## src/rtl/t_toggle_scheduler_if.sv

```systemverilog
// Configuration handshake bundle for t_toggle_scheduler: the register layer
// drives a channel write request and sees the accept/reject responses.
interface t_toggle_scheduler_if #(
    parameter int CH_W  = 2,
    parameter int CNT_W = 8
);
    logic             cfg_valid;
    logic             cfg_ready;
    logic [CH_W-1:0]  cfg_ch;
    logic [CNT_W-1:0] cfg_period;
    logic             cfg_en;
    logic             cfg_err;

    modport master (
        output cfg_valid,
        output cfg_ch,
        output cfg_period,
        output cfg_en,
        input  cfg_ready,
        input  cfg_err
    );

    modport slave (
        input  cfg_valid,
        input  cfg_ch,
        input  cfg_period,
        input  cfg_en,
        output cfg_ready,
        output cfg_err
    );
endinterface

```

## src/rtl/t_toggle_scheduler.sv

```systemverilog
// Bank of NUM_CH programmable T flip-flops, each dividing clk by 2*(period+1),
// with config handshake, start/stop control and a stop sequence that parks q low.
module t_toggle_scheduler #(
    parameter int NUM_CH = 4,
    parameter int CNT_W  = 8,
    parameter int CH_W   = (NUM_CH > 1) ? $clog2(NUM_CH) : 1
) (
    input  logic                clk,
    input  logic                reset,
    t_toggle_scheduler_if.slave cfg,
    input  logic                start,
    input  logic                stop,
    output logic                busy,
    output logic [NUM_CH-1:0]   t_out,
    output logic [NUM_CH-1:0]   q_out
);

    typedef enum logic [1:0] {
        IDLE     = 2'd0,
        RUN      = 2'd1,
        STOPPING = 2'd2
    } state_t;

    state_t             state;
    state_t             state_nxt;
    logic [CNT_W-1:0]   period [NUM_CH];
    logic [CNT_W-1:0]   cnt    [NUM_CH];
    logic [NUM_CH-1:0]  en;
    logic [NUM_CH-1:0]  active;
    logic [NUM_CH-1:0]  ch_sel;
    logic               ch_ok;
    logic               cfg_wr;
    logic               cfg_bad;
    logic               launch;

    // Decode by equality so an out-of-range channel never indexes the arrays.
    always_comb begin
        ch_sel = '0;
        for (int i = 0; i < NUM_CH; i++) begin
            ch_sel[i] = (cfg.cfg_ch == CH_W'(i));
        end
    end

    assign ch_ok   = |ch_sel;
    assign cfg_wr  = (state == IDLE) && cfg.cfg_valid && ch_ok;
    assign cfg_bad = (state == IDLE) && cfg.cfg_valid && !ch_ok;
    assign launch  = (state == IDLE) && start;

    always_ff @(posedge clk or negedge reset) begin
        if (!reset) begin
            state <= IDLE;
        end else begin
            state <= state_nxt;
        end
    end

    always_comb begin
        state_nxt = state;
        case (state)
            IDLE:     if (start)          state_nxt = RUN;
            RUN:      if (stop)           state_nxt = STOPPING;
            STOPPING: if (q_out == '0)    state_nxt = IDLE;
            default:                      state_nxt = IDLE;
        endcase
    end

    // While stopping, only channels still high keep counting toward their last toggle.
    always_comb begin
        cfg.cfg_ready = 1'b0;
        busy          = 1'b1;
        active        = '0;
        t_out         = '0;
        case (state)
            IDLE: begin
                cfg.cfg_ready = 1'b1;
                busy          = 1'b0;
            end
            RUN:      active = en;
            STOPPING: active = en & q_out;
            default:  active = '0;
        endcase
        for (int i = 0; i < NUM_CH; i++) begin
            t_out[i] = active[i] && (cnt[i] == period[i]);
        end
    end

    always_ff @(posedge clk or negedge reset) begin
        if (!reset) begin
            en          <= '0;
            q_out       <= '0;
            cfg.cfg_err <= 1'b0;
            for (int i = 0; i < NUM_CH; i++) begin
                period[i] <= '0;
                cnt[i]    <= '0;
            end
        end else begin
            cfg.cfg_err <= cfg_bad;
            for (int i = 0; i < NUM_CH; i++) begin
                if (cfg_wr && ch_sel[i]) begin
                    period[i] <= cfg.cfg_period;
                    en[i]     <= cfg.cfg_en;
                end
                if (launch) begin
                    cnt[i]   <= '0;
                    q_out[i] <= 1'b0;
                end else if (t_out[i]) begin
                    cnt[i]   <= '0;
                    q_out[i] <= ~q_out[i];
                end else if (active[i]) begin
                    cnt[i]   <= cnt[i] + 1'b1;
                end
            end
        end
    end

endmodule

```

## src/flat_wrapper.sv

```systemverilog
// flat-port wrapper written by rule: the top's interface ports become plain ports
module t_toggle_scheduler_flat 
#(
    parameter int NUM_CH = 4,
    parameter int CNT_W  = 8,
    parameter int CH_W   = (NUM_CH > 1) ? $clog2(NUM_CH) : 1
)
  (clk, reset, start, stop, busy, t_out, q_out, cfg_cfg_valid, cfg_cfg_ch, cfg_cfg_period, cfg_cfg_en, cfg_cfg_ready, cfg_cfg_err);
  t_toggle_scheduler_if #(.CH_W(CH_W), .CNT_W(CNT_W)) cfg_i ();
  input  logic clk;
  input  logic reset;
  input  logic start;
  input  logic stop;
  output logic busy;
  output logic [NUM_CH-1:0] t_out;
  output logic [NUM_CH-1:0] q_out;
  input wire logic [$bits(cfg_i.cfg_valid)-1:0] cfg_cfg_valid;
  input wire logic [$bits(cfg_i.cfg_ch)-1:0] cfg_cfg_ch;
  input wire logic [$bits(cfg_i.cfg_period)-1:0] cfg_cfg_period;
  input wire logic [$bits(cfg_i.cfg_en)-1:0] cfg_cfg_en;
  output wire logic [$bits(cfg_i.cfg_ready)-1:0] cfg_cfg_ready;
  output wire logic [$bits(cfg_i.cfg_err)-1:0] cfg_cfg_err;
  assign cfg_i.cfg_valid = cfg_cfg_valid;
  assign cfg_i.cfg_ch = cfg_cfg_ch;
  assign cfg_i.cfg_period = cfg_cfg_period;
  assign cfg_i.cfg_en = cfg_cfg_en;
  assign cfg_cfg_ready = cfg_i.cfg_ready;
  assign cfg_cfg_err = cfg_i.cfg_err;
  t_toggle_scheduler #(.NUM_CH(NUM_CH), .CNT_W(CNT_W), .CH_W(CH_W)) u_core (.clk(clk), .reset(reset), .cfg(cfg_i), .start(start), .stop(stop), .busy(busy), .t_out(t_out), .q_out(q_out));
endmodule
```

## config.mk

```make
export PLATFORM = sky130hd
export DESIGN_NAME = t_toggle_scheduler_flat
export DESIGN_NICKNAME = d
export VERILOG_FILES = /design/src/rtl/t_toggle_scheduler_if.sv /design/src/rtl/t_toggle_scheduler.sv /design/src/flat_wrapper.sv
export SDC_FILE = /design/constraint.sdc
export NUM_CORES = 1
export LEC_CHECK = 0
export CAP_MARGIN = 0
export CORE_ASPECT_RATIO = 1.75
export CORE_MARGIN = 5
export CORE_UTILIZATION = 30
export CTS_BUF_LIST = sky130_fd_sc_hd__clkbuf_8
export CTS_CLUSTER_DIAMETER = 200
export DETAILED_ROUTE_END_ITERATION = 8
export SYNTH_ARGS = -nofsm -noshare
export SYNTH_HDL_FRONTEND = slang
export SYNTH_SLANG_ARGS = --single-unit
```

## constraint.sdc

```tcl
create_clock -name clk -period 3.25 [get_ports clk]
set_clock_uncertainty 0.15 [all_clocks]
set_input_delay 0.65 -clock clk [delete_from_list [all_inputs] [get_ports clk]]
set_output_delay 0.65 -clock clk [all_outputs]
set_load 0.02 [all_outputs]
```

* Word level (Yosys, flattened, before mapping)
Cells that the tools add are included.
** Operators by class
- $add $sub $neg :: 4
- Multiply operators :: 0
- Equal/unequal tests :: 12
- Div/mod/pow operators :: 0
- Reduce and logical (&&, ||, !) cells :: 26
- Magnitude comparators :: 0
- Shift-type cells :: 0
- Multiplexer cells :: 27
- Bitwise operators :: 5
** Operator list (count)
- 8-bit two-way mux :: 12
- 8-bit by 1-bit adder with 8-bit output (second input constant) :: 4
- 8-bit == test :: 4
- 1-bit logical AND :: 12
- 3-bit nonzero test :: 4
- 1-bit two-way mux :: 10
- 4-bit one-hot mux with 2 select lines :: 1
- 2-bit nonzero test :: 4
- 2-bit == test (second input constant) :: 3
- 2-bit two-way mux :: 3
- 2-bit one-hot mux with 3 select lines :: 1
- 4-bit AND :: 1
- 2-bit by 1-bit == test with 1-bit output (second input constant) :: 2
- 2-bit logical NOT :: 2
- 4-bit logical NOT :: 1
- 2-bit != test (second input constant) :: 2
- 1-bit inverter :: 4
- 4-bit OR reduction :: 1
- 3-bit AND reduction :: 1
- 2-bit by 1-bit != test with 1-bit output (second input constant) :: 1
- 1-bit logical NOT :: 1
** Word-level totals
- Word-level logic and storage cells :: 92
- Register bits :: 75
- Input port bits :: 16
- Bits in read-only memories :: 0
- Latch bits :: 0
- Output and inout bits :: 11
- Memories kept :: 0
- Bits in writable memories :: 0

* Depth between registers and ports, before layout
Gate-level depths: netlist of the first run.
- Depth after elaboration :: 5
- Mapped depth :: 7
- Mapped depth without buffers :: 6

* Worst setup path after synthesis of the first run
OpenSTA, ideal clock, no wires.
- Kind :: flip-flop to output port
- Start :: register u_core.state[0]
- End :: output t_out[3]
- Data arrival time :: 1.766 ns
- Slack :: 0.684 ns
- Cell stages (with the launch flop) :: 7
- Data required time :: 2.450 ns
- Buffers on the path :: 1
- Path through :: dfrtp_1 -> inv_1 -> ha_1 -> nand2_1 -> or2_0 -> clkbuf_2 -> nor3_1
** On the way
- Word-level cells in the longest chain between the ends :: 3
- Elaborated cells on any way between the ends :: 4
- Those cells by class :: eq/ne: 2; mux: 1; reduce/logical: 1
** Ends and longest elaborated chain
- start, declared :: line t_toggle_scheduler.sv:24 : state_t state;
- start signal, assigned :: line t_toggle_scheduler.sv:53 : state <= state_nxt;
- 2-bit == test or 2-bit by 1-bit == test with 1-bit output (tied branches) :: line t_toggle_scheduler.sv:73 : case (state)
- 4-bit one-hot mux with 2 select lines * :: line t_toggle_scheduler.sv:73
- 1-bit logical AND * :: line t_toggle_scheduler.sv:83 : t_out[i] = active[i] && (cnt[i] == period[i]);
- end, declared :: line flat_wrapper.sv:15 : output logic [NUM_CH-1:0] t_out;
Every way passes the cells marked *; elsewhere a longest branch is shown, timed or not.

* Final worst setup path of the first run
- Start :: register u_core.state[0]
- End :: output t_out[0]
The elaborated chain is that of the path after synthesis.

==> summary.md, run 1 <==
| Metric | Value |
|---|---|
| Worst-case clock buffer depth | `2` |
| CP required | `2450 ps` |
| Gr ovfl total | `0` |
| Num rows | `54` |
| Die Wd | `95.05 microns` |
| Pre-CTS WS | `254.7 ps` |
| Max-cap violations | `0` |
| Top-area cell type share of the netlist area | `0.4942` |
| Status | `completed` |
| Nets | `406` |
| Clock latency at the later pin of the worst-skew pair | `350 ps` |
| Setup crit end kind | `primary output` |
| Vias | `2,811` |
| Post-CTS setup buffers | `0` |
| Yosys top cell by area | `dfrtp_1` |
| DR iter-0 viols | `102` |
| Io pins | `27` |
| # port buffers | `26` |
| RSZ-0062 raised after global routing | `no` |
| Worst setup SP type | `register` |
| Most frequent cell after synthesis | `dfrtp_1` |
| Cell variety after synth | `34` |
| Post_cts resized | `4` |
| CP max FO | `5` |
| Die Y | `158.8 microns` |
| First-pass GRT wire length | `15.15 mm` |
| Total wire length | `8.988 mm` |
| Top post-synthesis cells by area | `dfrtp_1 (49%), mux2_2 (11%), xnor2_1 (9.2%)` |
| Routed length per instance | `16.28 microns` |
| Lkg Pwr | `0.001698 uW` |
| Post-Synthesis Cell Area | `3797 sq um` |
| CTS tree | `done` |
| Power Dens Cells | `726.3 nW/um^2` |
| Antenna violations before repair | `0` |
| Die area | `15,100 sq um` |
| Yosys warning count | `0` |
| Avg Cell Area, Syn | `11.01 sq um` |
| Max Freq | `327.8 MHz` |
| Area of the multi-input gates | `1874 sq um` |
| Residual DRC | `0` |
| Min-Delay Path Class | `input port to async pin` |
| Number of synthesized flops with an enable pin | `0` |
| Final Setup Violations | `0` |
| Final Hold Slack | `298.2 ps` |
| Post-synthesis cell count | `345` |
| Top cells by count, synth | `dfrtp_1 (75), xnor2_1 (40), mux2_2 (38), a21oi_1 (29), nand2_1 (23)` |
| Seq/Total Area, Yosys | `0.4942` |
| Minimum clock period | `3051 ps` |
| Final period util | `0.9386` |
| CTS Sinks | `75` |
| Hold-fix buffers at CTS | `0` |
| H-tree levels | `3` |
| Asr flop ratio synth | `1.000` |
| Setup WS post-layout | `199.4 ps` |
| Largest net degree at the start of global routing | `76` |
| Slew Viols, Final | `0` |
| DRT Pass-1 Iters | `4` |
| Filler cell count | `1,270` |
| Total CTS buffers | `9` |
| Fin. Hold Viols | `0` |
| FF+latch area | `1877 sq um` |
| Worst setup path startpoint | `u_core.state[0]` |
| Area grow syn2layout | `16.71%` |
| Final Core Density | `0.3565` |
| Max_slew headroom | `0.3581` |
| DR vias/cell | `5.092` |
| Share of cells above drive strength 1 | `0.1563` |
| WS Path Type | `register to primary output` |
| Clk root buf | `clkbuf_8` |
| Number of global-route vias before repair | `2,996` |
| Crit path DAT | `2250 ps` |
| Clock transition at the registers of the reported paths | `70 ps` |
| Post-DP HPWL | `6.712 mm` |
| ANT nets after route | `0` |
| Gr usage total | `0.1295` |
| Most used DFF post-synth | `dfrtp_1` |
| Slew of the pin with the lowest slew margin | `962.9 ps` |
| Seq cells post-synth | `75` |
| Setup TNS | `0 ps` |
| Antenna cell count | `0` |
| Syn_nets | `370` |
| GP Congestion | `0.8287` |
| Initial Util | `0.3055` |
| R2R Path Start | `u_core.state[0]` |
| Maximum vdd drop | `0.4094 mV` |
| Core footprint | `12,430 sq um` |
worst max-delay path, stage by stage (launching register included):
cell and delay, ps:
dfrtp_1 410, inv_1 100, ha_1 370, nand2_1 140, or2_1 320, nor3_1 230
clkdlybuf4s15_1 340
logic make-up after synthesis:
kind of cell / after synthesis / share of synthesized area
buffers and inverters: 12 / 0.01219
AOI/OAI and AO/OA: 65 / 0.1068
adders and majority gates: 9 / 0.02965
muxes: 38 / 0.1127
DFF: 75 / 0.4942
and+or+nand+nor: 103 / 0.1466
xor gates and xnor gates: 42 / 0.09687
other: 1 / 0.0009875
power breakdown:
group | total, uW | leakage (uW) | switching, uW | internal (uW)
Clock | 643 | 0.0000908 | 336 | 307
Sequential | 1420 | 0.000971 | 214 | 1210
Combinational | 1160 | 0.000636 | 618 | 539
per-layer routing:
layer,share of wire,wire length [microns],global-route usage
met1,0.38,3400,0.1420
met2,0.56,5065,0.2329
met3,0.029,261,0.02936
met4,0.029,261,0.05388
met5,0,0,0
cells in the final DEF, fill, tap and decap left out, types with 9 or more instances in the layout:
cell type / instances
clkbuf_8: 11
ha_1: 9
o21ai_0: 9
nand3_1: 9
clkdlybuf4s50_1: 21
nor2_1: 15
or4_1: 10
or3_1: 9
o31ai_1: 13
inv_1: 9
dfrtp_1: 75
xnor2_1: 40
nand2_1: 23
nand4_1: 14
a21oi_1: 29
mux2_2: 38
registers in the layout, indices dropped and copies added, names as in the netlist:
signal	count
u_core.cfg.cfg_err	1
u_core.q_out	4
u_core.en	4
u_core.state	2
u_core.cnt	32
u_core.period	32
layout make-up:
type,instances,share of cell area
Sequential cell,75,0.4235
Multi-Input combinational cell,258,0.4229
Timing Repair Buffer,28,0.06098
Clock inverter,3,0.003388
Clock buffer,11,0.03416
Tap cell,168,0.04743
Inverter,9,0.007623
metrics by stage:
stage | total power [uW] | area [sq um] | std cells
final | 3219 | 4432 | 552
after floorplan | 2248 | 3797 | 345
after global routing | 3451 | 4432 | 552
after global placement | 2551 | 4268 | 538
after CTS | 3253 | 4429 | 552
after detailed placement | 2600 | 4268 | 538
final timing paths:
check,slack [ps],depth (start not counted),endpoint
max,200,6,t_out[0]
max reg2reg,710,7,u_core.cnt[5]
max in group asynchronous,2030,1,u_core.period[30]
min,300,1,u_core.period[2]
min reg2reg,360,1,u_core.en[1]
min in group clk,360,1,u_core.en[1]
Power figures use the tool's default switching activity.
==> run 2: changes to the inputs <==
- CTS_CLUSTER_DIAMETER: 200 -> unset
==> results of run 2 <==
No change in the layout: final DEF, timing and power equal those of run 1.
==> run 3: changes to the inputs <==
- CORE_UTILIZATION: 30 -> 55
- PLACE_DENSITY: unset -> 0.75
==> run 3 against run 2 <==
  * Global-route usage up 8.9 points
  * Non-clock buffer count did not move
  * Worst hold slack worse by 37 ps
  * Fmax rose by 0.67%
  * First-iteration DRC count increased by 85%
  * Combinational power hardly changed
  * Routed wire length is 4.6% lower
  * Via count shrank 0.28%
==> summary.md, run 3 (synthesis gave the netlist of run 1 again) <==
| Metric | Value |
|---|---|
| Residual DRC | `0 (unchanged)` |
| Post-DP HPWL | `6.129 mm (-8.7%)` |
| Number of global-route vias before repair | `2,944 (-1.7%)` |
| Worst setup path startpoint | `u_core.state[0]` |
| GP Congestion | `0.8409 (+1.5%)` |
| Area of the multi-input gates | `1874 sq um (unchanged)` |
| WS Path Type | `register to primary output` |
| Reg2reg setup slack | `660 ps (-50 ps)` |
| # port buffers | `26 (unchanged)` |
| Num rows | `40 (-26%)` |
| Final Setup Violations | `0 (unchanged)` |
| CP max FO | `8 (+3)` |
| Antenna cell count | `0 (unchanged)` |
| Clk root buf | `clkbuf_8` |
| R2R Path Start | `u_core.state[0]` |
| Fin. Hold Viols | `0 (unchanged)` |
| Commonest non-fill, non-tap cell in the layout | `dfrtp_1` |
| Area grow syn2layout | `14.99%` |
| Total CTS buffers | `9 (unchanged)` |
| Max-cap violations | `0 (unchanged)` |
| Setup WS post-layout | `219.9 ps (+20.44 ps)` |
| Worst setup SP type | `register` |
| Top flop regs | `u_core.cnt (32), u_core.period (32)` |
| Die area | `8731 sq um (-42%)` |
| Filler cell count | `582 (-54%)` |
| DR vias/cell | `5.977 (+17%)` |
| Slew of the pin with the lowest slew margin | `965.3 ps (+2.408 ps)` |
| Max Freq | `330.0 MHz (+0.67%)` |
| ANT nets after route | `0 (unchanged)` |
| Slew Viols, Final | `0 (unchanged)` |
| First-pass GRT wire length | `14.43 mm (-4.8%)` |
| H-tree levels | `3 (unchanged)` |
| Total wire length | `8.574 mm (-4.6%)` |
| Largest net degree at the start of global routing | `76 (unchanged)` |
| Final period util | `0.9324 (-0.006288)` |
| Gr ovfl total | `0 (unchanged)` |
| Worst-case clock buffer depth | `2 (unchanged)` |
| Min-Delay Path Class | `input port to async pin` |
| R2R Path End | `u_core.cnt[4]` |
| Vias | `2,803 (-0.28%)` |
| Initial Util | `0.5579 (+0.2524)` |
| Setup crit end | `t_out[3]` |
| CTS tree | `done` |
| Antenna violations before repair | `0 (unchanged)` |
| Routed length per instance | `18.28 microns (+12%)` |
| Pre-CTS WS | `326.1 ps (+71.31 ps)` |
| DRT Pass-1 Iters | `4 (unchanged)` |
| Hold-fix buffers at CTS | `0 (unchanged)` |
| Die Wd | `72.81 microns (-23%)` |
| Clock transition at the registers of the reported paths | `70 ps (about the same)` |
| Io pins | `27 (unchanged)` |
| Reg2reg path depth | `7 (unchanged)` |
| Minimum clock period | `3030 ps (-20.44 ps)` |
| DR iter-0 viols | `189 (+85%)` |
| Maximum vdd drop | `0.4265 mV (+4.2%)` |
| FF+latch area | `1877 sq um (unchanged)` |
| Gr usage total | `0.2185 (+0.08908)` |
| Most frequent cells in the layout | `dfrtp_1 (75), xnor2_1 (40), mux2_2 (38)` |
| Lkg Pwr | `0.001730 uW (+1.9%)` |
| Nets | `406 (unchanged)` |
| Core footprint | `6807 sq um (-45%)` |
| Setup TNS | `0 ps (unchanged)` |
| Clock latency at the later pin of the worst-skew pair | `360 ps (about the same)` |
| CP required | `2450 ps (about the same)` |
| CTS Sinks | `75 (unchanged)` |
| Max_slew headroom | `0.3565 (-0.001605)` |
| Power Dens Cells | `766.9 nW/um^2 (+5.6%)` |
| Share of cells above drive strength 1 | `0.1506 (-0.005601)` |
| Crit path DAT | `2230 ps (-20 ps)` |
| Die Y | `119.9 microns (-24%)` |
| Status | `completed` |
| Setup crit end kind | `primary output` |
| RSZ-0062 raised after global routing | `no` |
[run 3: cell count changes in the layout (fill, tap and decap cells not counted)]
cell             delta
inv_1               +3
clkdlybuf4s15_1     -2
clkinv_2            -3
clkbuf_8            -1
bufinv_16           +2
dlygate4sd2_1       +2
[run 3: stage by stage]
| stage | total power, uW | area [sq um] | hold slack, ps | cells | utilization |
|---|---|---|---|---|---|
| after floorplan | 2248 | 3797 | 204.4 | 345 | - |
| after detailed placement | 2586 | 4163 | 339.0 | 454 | 0.6116 |
| after global placement | 2537 | 4163 | 330.8 | 454 | 0.6116 |
| after CTS | 3366 | 4367 | 316.7 | 469 | 0.6415 |
| final | 3349 | 4367 | 261.6 | 469 | 0.6415 |
| after global routing | 3568 | 4367 | 370.1 | 469 | 0.6415 |
[run 3: critical path, cell delays in order (launching register included)]
cell and delay (ps):
dfrtp_1 400, inv_1 100, ha_1 370, nand2_1 180, or2_0 290, nor3_1 180
dlygate4sd2_1 370
[run 3: report_power, final]
group | internal, uW | leakage [uW] | switching (uW)
combinational | 538 | 0.000643 | 612
sequential | 1210 | 0.000971 | 220
clock | 441 | 0.000116 | 333
total | 2180 | 0.00173 | 1160
[run 3: what timing repair did]
item | CTS | global route
setup buffers | 0 | 0
setup endpoints to repair | 4 | 0
resized for setup | 4 | 0
[run 3: worst min path at each step]
stage,depth (start not counted),endpoint,from
detailed placement,1,u_core.en[1],u_core.en[1]
CTS,1,u_core.q_out[0],reset
floorplan,0,u_core.cfg.cfg_err,reset
global placement,1,u_core.en[1],u_core.en[1]
finish,1,u_core.q_out[2],reset
global route,1,u_core.en[2],u_core.en[2]
[run 3: final cells by class]
type,count,area share
inverter,9,0.007736
timing repair buffer,28,0.06132
sequential,75,0.4298
multi-input combinational,258,0.4292
tap,84,0.02407
clock inverter,5,0.01633
clock buffer,10,0.03152
[run 3: layer usage]
layer	vias to the layer above	share of wire	GRT usage
met5	-	0	0
met4	0	0.023	0.1028
met3	15	0.033	0.04191
met2	56	0.55	0.3801
met1	1400	0.39	0.2508
li1	1332	-	-
